File: config.mk
export PLATFORM = sky130hd
export DESIGN_NAME = sha_pad
export DESIGN_NICKNAME = d
export VERILOG_FILES = /design/src/rtl/sha_pad.sv
export SDC_FILE = /design/constraint.sdc
export NUM_CORES = 1
export LEC_CHECK = 0
export CORE_ASPECT_RATIO = 0.6
export CORE_MARGIN = 5
export CORE_UTILIZATION = 57
export CTS_BUF_LIST = sky130_fd_sc_hd__clkbuf_2 sky130_fd_sc_hd__clkbuf_4 sky130_fd_sc_hd__clkbuf_8
export DETAILED_ROUTE_END_ITERATION = 16
export GPL_ROUTABILITY_DRIVEN = 0
export PLACE_DENSITY = 0.86
export SLEW_MARGIN = 20
export SYNTH_ARGS = -nofsm -noshare
export SYNTH_HDL_FRONTEND = slang
export SYNTH_SLANG_ARGS = --single-unit
File: constraint.sdc
create_clock -name clk -period 5.53 [get_ports clk]
set_input_delay 1.106 -clock clk [delete_from_list [all_inputs] [get_ports clk]]
set_output_delay 1.106 -clock clk [all_outputs]
set_load 0.03 [all_outputs]
File: src/rtl/sha_pad.sv
// SHA message front end: packs a byte stream into Nl-byte blocks, applies the
// 0x80 / zero-fill / big-endian bit-length padding and hands blocks downstream.
module sha_pad #(
  parameter int Nl = 64,
  parameter int Nm = 64
) (
  input  logic                  clk,
  input  logic                  rst,
  input  logic [7:0]            Byte_In,
  input  logic                  Byte_Valid,
  input  logic                  Byte_Last,
  input  logic                  Msg_Empty,
  output logic                  Byte_Ready,
  output logic [0:Nl-1][7:0]    Data_Block,
  output logic                  Enable,
  output logic                  Function,
  input  logic                  Ready
);

  localparam int PW     = $clog2(Nl) + 1;
  localparam int LB     = Nm / 8;
  localparam int LSTART = Nl - LB;

  typedef enum logic [2:0] {FILL, PAD, ZERO, LEN, SEND} state_e;

  state_e               state_q, state_d;
  logic [0:Nl-1][7:0]   blk_q, blk_d;
  logic [PW-1:0]        ptr_q, ptr_d;
  logic [Nm-1:0]        bitlen_q, bitlen_d;
  logic                 first_q, first_d;
  logic                 lenpend_q, lenpend_d;
  logic                 final_q, final_d;
  logic                 padpend_q, padpend_d;
  logic                 rdy_en_q, rdy_en_d;
  logic [PW-1:0]        ptr_inc;
  logic [PW-2:0]        idx;

  assign ptr_inc = ptr_q + PW'(1);
  assign idx     = ptr_q[PW-2:0];

  // rdy_en keeps Byte_Ready low while reset is held, without an input-to-output path
  assign Byte_Ready = rdy_en_q && (state_q == FILL);
  assign Enable     = (state_q == SEND);
  assign Function   = ~first_q;
  assign Data_Block = blk_q;

  always_comb begin
    state_d   = state_q;
    blk_d     = blk_q;
    ptr_d     = ptr_q;
    bitlen_d  = bitlen_q;
    first_d   = first_q;
    lenpend_d = lenpend_q;
    final_d   = final_q;
    padpend_d = padpend_q;
    rdy_en_d  = 1'b1;
    case (state_q)
      FILL: begin
        if (Byte_Valid && Byte_Ready) begin
          blk_d[idx] = Byte_In;
          ptr_d      = ptr_inc;
          bitlen_d   = bitlen_q + Nm'(8);
          // a last byte that fills the block must ship it before padding starts
          if (Byte_Last && ptr_inc == PW'(Nl)) begin
            padpend_d = 1'b1;
            state_d   = SEND;
          end else if (Byte_Last) begin
            state_d = PAD;
          end else if (ptr_inc == PW'(Nl)) begin
            state_d = SEND;
          end
        end else if (Msg_Empty && ptr_q == '0 && first_q) begin
          state_d = PAD;
        end
      end
      PAD: begin
        blk_d[idx] = 8'h80;
        ptr_d      = ptr_inc;
        lenpend_d  = 1'b1;
        if (ptr_inc == PW'(LSTART))  state_d = LEN;
        else if (ptr_inc == PW'(Nl)) state_d = SEND;
        else                         state_d = ZERO;
      end
      ZERO: begin
        blk_d[idx] = 8'h00;
        ptr_d      = ptr_inc;
        if (ptr_inc == PW'(LSTART) && lenpend_q) state_d = LEN;
        else if (ptr_inc == PW'(Nl))             state_d = SEND;
      end
      LEN: begin
        blk_d[LSTART:Nl-1] = bitlen_q;
        final_d            = 1'b1;
        state_d            = SEND;
      end
      SEND: begin
        if (Ready) begin
          first_d = 1'b0;
          ptr_d   = '0;
          if (final_q) begin
            bitlen_d  = '0;
            first_d   = 1'b1;
            lenpend_d = 1'b0;
            final_d   = 1'b0;
            blk_d     = '0;
            state_d   = FILL;
          end else if (padpend_q) begin
            padpend_d = 1'b0;
            blk_d     = '0;
            state_d   = PAD;
          end else if (lenpend_q) begin
            blk_d   = '0;
            state_d = ZERO;
          end else begin
            state_d = FILL;
          end
        end
      end
      default: state_d = FILL;
    endcase
  end

  always_ff @(posedge clk or negedge rst) begin
    if (!rst) begin
      state_q   <= FILL;
      blk_q     <= '0;
      ptr_q     <= '0;
      bitlen_q  <= '0;
      first_q   <= 1'b1;
      lenpend_q <= 1'b0;
      final_q   <= 1'b0;
      padpend_q <= 1'b0;
      rdy_en_q  <= 1'b0;
    end else begin
      state_q   <= state_d;
      blk_q     <= blk_d;
      ptr_q     <= ptr_d;
      bitlen_q  <= bitlen_d;
      first_q   <= first_d;
      lenpend_q <= lenpend_d;
      final_q   <= final_d;
      padpend_q <= padpend_d;
      rdy_en_q  <= rdy_en_d;
    end
  end

endmodule

Word level (Yosys, flattened, before mapping)
Index checks and enable logic that the tools add are counted.

Register bits: 591. Bits in latches: 0. Memory bits (writable): 0. Memory bits (read-only): 0. Input bits: 14. Output and inout bits: 515. Word-level logic and storage cells: 162. Memories: 0.

Add/subtract/negate cells: 2. Multiply operators: 0. Divide/modulo/power cells: 0. Order comparisons: 2. Eq/ne operators: 13. Shift operators: 0. Multiplexer cells: 41. Bitwise operators: 7. Reductions and logical operators: 25.

Operators with widths (count): 2-to-1 mux 512 bit (5); one-hot mux 448 bit (4 select lines) (1); bitwise AND 512 bit (1); bitwise mux 512 bit (1); inverter 512 bit (1); bitwise AND 448 bit (1); inverter 448 bit (1); one-hot mux 64 bit (5 select lines) (1); 2-to-1 mux 64 bit (3); one-hot mux 64 bit (2 select lines) (1); adder 64 x 4 -> 64 bit (second input constant) (1); OR 64 bit (1); demux 8 bit (select 6 bit) (1); 2-to-1 mux 3 bit (11); one-hot mux 7 bit (3 select lines) (1); one-hot mux 3 bit (5 select lines) (1); 2-to-1 mux 7 bit (2); AND reduction 4 bit (3); 2-to-1 mux 1 bit (8); 2-to-1 mux 8 bit (1); inequality test 2 x 1 -> 1 bit (second input constant) (4); adder 7 x 1 -> 7 bit (second input constant) (1); equality test 7 x 6 -> 1 bit (second input constant) (1); equality test 7 bit (second input constant) (1); 23 further kinds (37).

Logic depth before layout (Yosys ltp)
Gate-level depths: netlist of the first run.

Depth after elaboration: 8. Depth in mapped cells: 10. Mapped depth without buffers: 6.

Least setup slack after synthesis of the first run
Ideal clock, no wire load.

Kind: in2reg. Start point: input port Byte_Valid. End point: register blk_q, in the netlist Data_Block[119]. Library setup time: 0.067 ns. Data arrival time: 2.673 ns. Data required time: 5.463 ns. Path slack: 2.791 ns. Stages on the path: 7. Path buffers: 2. Path through: and2_0 -> clkbuf_1 -> o21ai_2 -> clkbuf_1 -> a21oi_2 -> nor2_4 -> a22o_1.

Word-level cells in the longest chain between the ends: 3.

RTL lines: start, declared (RTL line 10) `input logic Byte_Valid,`; logical AND 1 bit (RTL line 59) `if (Byte_Valid && Byte_Ready) begin`; inequality test 2 x 1 -> 1 bit (no line); AND reduction 4 bit (no line); end signal, assigned (RTL line 135) `blk_q <= blk_d;`; end, declared (RTL line 27) `logic [0:Nl-1][7:0] blk_q, blk_d;`.

No other way between the ends. A chain may end at the register's enable or synchronous reset.

Worst setup path after layout of the first run
Start point: register state_q[0]. End point: register blk_q, in the netlist Data_Block[429].

Word-level cells in the longest chain between the ends: 5. Elaborated cells between the ends (all ways): 12. Classes of those cells: eq/ne (6); mux (1); reduce/logical (5).

RTL lines: start, declared (RTL line 26) `state_e state_q, state_d;`; start signal, assigned (RTL line 134) `state_q <= state_d;`; zero test 3 bit (RTL line 42, 57); logical AND 1 bit (RTL line 42) `assign Byte_Ready = rdy_en_q && (state_q == FILL);`; logical AND 1 bit (RTL line 59); inequality test 2 x 1 -> 1 bit (no line); AND reduction 4 bit (no line).

Several ways; a longest one is shown, not always the timed one.

==> impl_metrics.toml, run 1 <==
[sta]
worst_slack_ns = 1.25
fin_skew_ns = 0.0263
maxSlewHeadroom = 0.223
fmax_ghz = 0.234
hold_viol_final = 0
rsz0062_at_grt = "false"
setup-violations-final = 0
timing.final.crit_share = 0.774
worstMarginPinSlew_ns = 1.16
final_max_slew_viol_count = 0
fin_tns_setup_ns = 0
fin_crit_ns = 4.28

[detailed_routing]
route.detailed.wl_per_inst_um = 28.4
wirelength_mm = 94.0
first_pass_iters = 9
antenna_left = 0
vias = 23100
drt_iter0_drc = 3213
drc = 0
via_per_inst = 6.97

[critical_path]
endpoint_kind = "flip-flop"
reg2regPathDepth = 8
r2r_slack_ns = 1.25
crit_type = "reg -> reg"
cp_data_arrival_time_ns = 4.85
regToRegEndpoint = "Data_Block[429]"
r2r_start = "state_q[0]"
cp_max_fo = 35
startpoint_type = "flip-flop"
required_ns = 6.10

[yosys]
synth_area_per_cell_um2 = 11.6
yosysWarnings = 0
netlist_area_um2 = 25400
synth_edf_count = 0
syn_inst = 2184
ys.flop_type = "dfrtp_1"
ys_ff_latch = 588
async_flop_share = 1.00
synth_cell_type_count = 75
synth_sequential_area_ratio = 0.579
syn_nets = 2202
synthTopCellsByArea = "dfrtp_1 58%, a22o_1 13%, o211ai_1 2.6%"
yosysTopAreaCellShare = 0.578
yosysTopAreaCell = "dfrtp_1"

[power_and_ir_drop]
p_per_area_nw_per_um2 = 539
comb_power_share = 0.453
intPower_mw = 9.83
pwr-share-clk = 0.208
peakVddDrop_mv = 0.378
p_seq_frac = 0.338
p_leak_nw = 14.1
total_power_mw = 17.8
swShare = 0.447
p_switching_mw = 7.95

[floorplan]
core-area_um2 = 43700
die_area_um2 = 49000
start_util = 0.581
die_x_um = 283
ioPinCount = 529
die_h_um = 174
rows = 59

[cts]
cts_root_buffer = "clkbuf_8"
cts_tree = "yes"
clock_path_buffers = 3
clk_pin_slew_worst_paths_ns = 0.07
cts.sinks = 588
postCtsSetupBuffers = 0
numCtsBuffers = 83
clk_latency_ns = 0.65
htreeDepth = 3
cts_hold_buffers = 0
cts_resized = 0

[global_route]
grtUsageTotal = 0.373
overflow = 0
antenna_found_initial = 2
first_global_vias = 22500
grt_first_pass_wirelength_mm = 142
grt_max_degree = 157

[status]
status = "finished clean"

[place]
post-place-ws_ns = 1.17
portBuffers = 528
dp.final_hpwl_mm = 63.5

[finish]
final_common_cell = "dfrtp_1"
nFillCells = 2843
syn_to_final_growth_pct = 29.8
mostFrequentLayoutCells = "587 x dfrtp_1, 527 x clkdlybuf4s50_1, 370 x a22o_1, 158 x nand2_1, 115 x clkbuf_8"
nets = 2682
drive_gt1_frac = 0.105

[run]
max-cap-violations = 0

[worst_hold_path]
hold_path.class = "in -> async"
[cells by family (layout without fill, tap and decap cells)]
kind of cell / after synthesis / in the layout / synth area share
compound gates: 864 / 864 / 0.267
flops: 588 / 588 / 0.579
simple gates: 527 / 527 / 0.116
buf+inv: 190 / 732 / 0.0319
xor+xnor: 10 / 10 / 0.00345
fa+ha+maj: 4 / 4 / 0.00197
other cells: 1 / 3 / 0.000148
[area by class of cell]
class	instances	area, um2	area share
multi-input combinational	1406	9970	0.302
antenna	2	5.00	0.000152
tap	579	724	0.0220
clock inverter	10	65.1	0.00197
clock buffer	137	1750	0.0530
inverter	26	97.6	0.00296
sequential	588	14700	0.446
timing repair buffer	559	5640	0.171
[metrics by stage]
stage | instance area [um2] | hold slack (ns) | utilization | cells
after floorplan | 25400 | 0.487 | - | 2184
after global placement | 31100 | 0.473 | 0.712 | 3158
after detailed placement | 31100 | 0.477 | 0.712 | 3158
after CTS | 32900 | 0.436 | 0.754 | 3305
after global routing | 33000 | 0.463 | 0.754 | 3307
final | 33000 | 0.429 | 0.754 | 3307
[synth_stat cells, types with 6 or more instances]
cell and n:
or3_1 16, nor3_1 14, buf_4 7, nand3b_1 6, nand4_1 21, nor2_1 54, a22o_1 370, o21ai_1 10
or4_1 38, and3b_1 6, nand2_1 159, nand3_1 106, dfrtp_1 587, clkbuf_1 114, a22oi_1 58, a21oi_1 93
buf_2 38, inv_1 26, o32a_1 7, o2bb2ai_1 60, o31ai_1 41, nor3_2 7, and2_1 16, o21ai_0 59
nor2b_1 6, a21oi_2 27, o211ai_1 87, nor2_4 24, and3_1 12, o221ai_1 8
[how the worst max path moves through the flow]
stage	start	endpoint	cells after the start	slack, ns
after floorplan	Byte_Valid	Data_Block[119]	7	2.79
after global placement	Ready	Data_Block[301]	6	1.34
after detailed placement	Ready	Data_Block[300]	6	1.17
after CTS	state_q[0]	Enable	3	1.36
after global routing	state_q[0]	Data_Block[430]	8	1.18
final	state_q[0]	Data_Block[429]	8	1.25
[routing by layer]
layer / track usage / routed length, um / vias up
met1: 0.527 / 36300 / 11600
met3: 0.109 / 11600 / 335
met4: 0.171 / 5060 / 0
li1: - / - / 9392
met5: 0 / 0 / -
met2: 0.537 / 41000 / 1768
[power by group through the flow]
stage / clock, mW / combinational, mW / sequential (mW)
after floorplan: 0 / 3.18 / 7.26
after global placement: 0 / 7.65 / 5.98
after detailed placement: 0 / 7.89 / 6.02
after CTS: 3.70 / 7.92 / 5.97
after global routing: 3.91 / 8.39 / 6.10
final: 3.70 / 8.06 / 6.02
[critical path, stage by stage, from the launching register on]
cell	delay [ns]
dfrtp_1	0.97
or3b_2	0.31
buf_4	0.40
or2_1	0.43
buf_4	0.40
o21ai_2	0.20
buf_4	0.26
nor3_1	0.91
a22o_1	0.27
[state kept, by name, summed over array words and instances (netlist names)]
name and count:
state_q 3, first_q 1, lenpend_q 1, ptr_q 7, bitlen_q 61, rdy_en_q 1, Data_Block 512, final_q 1
padpend_q 1
No activity file was read; power rests on OpenSTA's default activity.
==> inputs of run 2 (changes only) <==
CORE_UTILIZATION = 53   (was 57)
PLACE_DENSITY = 0.8   (was 0.86)
clock period = 3.94 ns   (was 5.53 ns; I/O delays follow)
==> impl_metrics.toml, run 2 (synthesis results as in run 1) <==
[sta]
fin_skew_ns = 0.0231
rsz0062_at_grt = "false"
setup-violations-final = 0
fin_tns_setup_ns = 0
hold_viol_final = 0
worstMarginPinSlew_ns = 1.10
final_max_slew_viol_count = 0
timing.final.crit_share = 0.905
maxSlewHeadroom = 0.265
fmax_ghz = 0.280
fin_crit_ns = 3.57

[global_route]
overflow = 0
grt_first_pass_wirelength_mm = 141
grtUsageTotal = 0.342
first_global_vias = 22100
grt_max_degree = 109
antenna_found_initial = 2

[finish]
final_common_cell = "dfrtp_1"
nets = 2726
nFillCells = 3353
syn_to_final_growth_pct = 31.8
drive_gt1_frac = 0.119
mostFrequentLayoutCells = "587 x dfrtp_1, 527 x clkdlybuf4s50_1, 370 x a22o_1, 158 x nand2_1, 109 x clkbuf_8"
largest_reg_flops = 512

[cts]
numCtsBuffers = 84
clk_pin_slew_worst_paths_ns = 0.07
cts_root_buffer = "clkbuf_8"
postCtsSetupBuffers = 0
clock_path_buffers = 3
cts_hold_buffers = 0
htreeDepth = 3
cts_tree = "yes"
clk_latency_ns = 0.66
cts_resized = 0
cts.sinks = 588

[power_and_ir_drop]
peakVddDrop_mv = 0.582
p_per_area_nw_per_um2 = 754
p_leak_nw = 14.4
swShare = 0.440
pwr-share-clk = 0.215
comb_power_share = 0.452
p_switching_mw = 11.1
p_seq_frac = 0.333
total_power_mw = 25.2
intPower_mw = 14.1

[critical_path]
crit_type = "reg -> out"
endpoint_kind = "primary output"
cp_slowest_cell = "clkdlybuf4s50_1"
startpoint_type = "flip-flop"
cp_top_family = "buffers and inverters"
cp_max_fo = 14
required_ns = 3.15
path_cells = "or3b_2 > inv_1 > clkdlybuf4s50_1"
cpPeakStageDelay_ns = 0.79
cp_data_arrival_time_ns = 2.78
crit_buf_inv = 2

[run]
max-cap-violations = 0

[place]
portBuffers = 528
dp.final_hpwl_mm = 64.0

[worst_hold_path]
hold_path.class = "in -> async"

[detailed_routing]
vias = 22700
antenna_left = 0
drc = 0
route.detailed.wl_per_inst_um = 27.3
wirelength_mm = 93.2
first_pass_iters = 7
via_per_inst = 6.63
drt_iter0_drc = 3199

[floorplan]
die_area_um2 = 52500
die_h_um = 180
ioPinCount = 529
die_x_um = 293
core-area_um2 = 47600
start_util = 0.533
rows = 62

[status]
status = "finished clean"
[run 2: final cells by class]
| class | count | area [um2] | area share |
|---|---|---|---|
| flip-flops and latches | 588 | 14700 | 0.439 |
| multi-input cells | 1406 | 9940 | 0.297 |
| repair buffers | 602 | 6020 | 0.180 |
| clock buffers | 130 | 1660 | 0.0495 |
| well taps | 640 | 801 | 0.0239 |
| clock inverters | 23 | 249 | 0.00744 |
| inverters | 26 | 97.6 | 0.00291 |
| diodes | 2 | 5.00 | 0.000149 |
[run 2: per-stage QoR]
stage | hold WS (ns) | cells | cell area [um2] | utilization | setup slack [ns]
after floorplan | 0.487 | 2184 | 25400 | - | 1.52
after global placement | 0.472 | 3262 | 31600 | 0.663 | 0.371
after detailed placement | 0.475 | 3262 | 31600 | 0.663 | 0.369
after CTS | 0.246 | 3415 | 33500 | 0.703 | 0.360
after global routing | 0.260 | 3417 | 33500 | 0.703 | 0.311
final | 0.228 | 3417 | 33500 | 0.703 | 0.374
[run 2: path summary, 6_finish.rpt]
check,start,to,slack [ns],cells after the start
worst max-delay path,state_q[0],Enable,0.37,3
worst min-delay path,rst,bitlen_q[21],0.23,1
worst min register to register,Data_Block[306],Data_Block[306],0.49,1
worst max register to register,ptr_q[2],Data_Block[287],0.73,5
min in group clk,Data_Block[306],Data_Block[306],0.49,1
max in group asynchronous,rst,Data_Block[491],2.64,2
[run 2: per-layer routing]
metal | part of all wire | vias up | global-route usage | wire [um]
met1 | 0.41 | 11400 | 0.497 | 37900
met3 | 0.11 | 228 | 0.0879 | 10100
met2 | 0.44 | 1527 | 0.506 | 41400
met4 | 0.040 | 0 | 0.121 | 3710
met5 | 0 | - | 0 | 0
li1 | - | 9509 | - | -
[run 2: worst register-to-register path: cells and delay by family (launching register included)]
kind / cells / cell delay [ns]
DFF: 1 / 0.83
and+or+nand+nor: 2 / 1.14
AOI/OAI and AO/OA: 3 / 1.13
[run 2: power by group through the flow]
stage	registers, mW	logic [mW]	clock network (mW)
2_1_floorplan	10.2	4.46	0
3_3_place_gp	8.38	11.0	0
3_5_place_dp	8.41	11.2	0
4_1_cts	8.34	11.3	5.47
5_1_grt	8.52	11.9	5.77
6_report	8.40	11.4	5.43
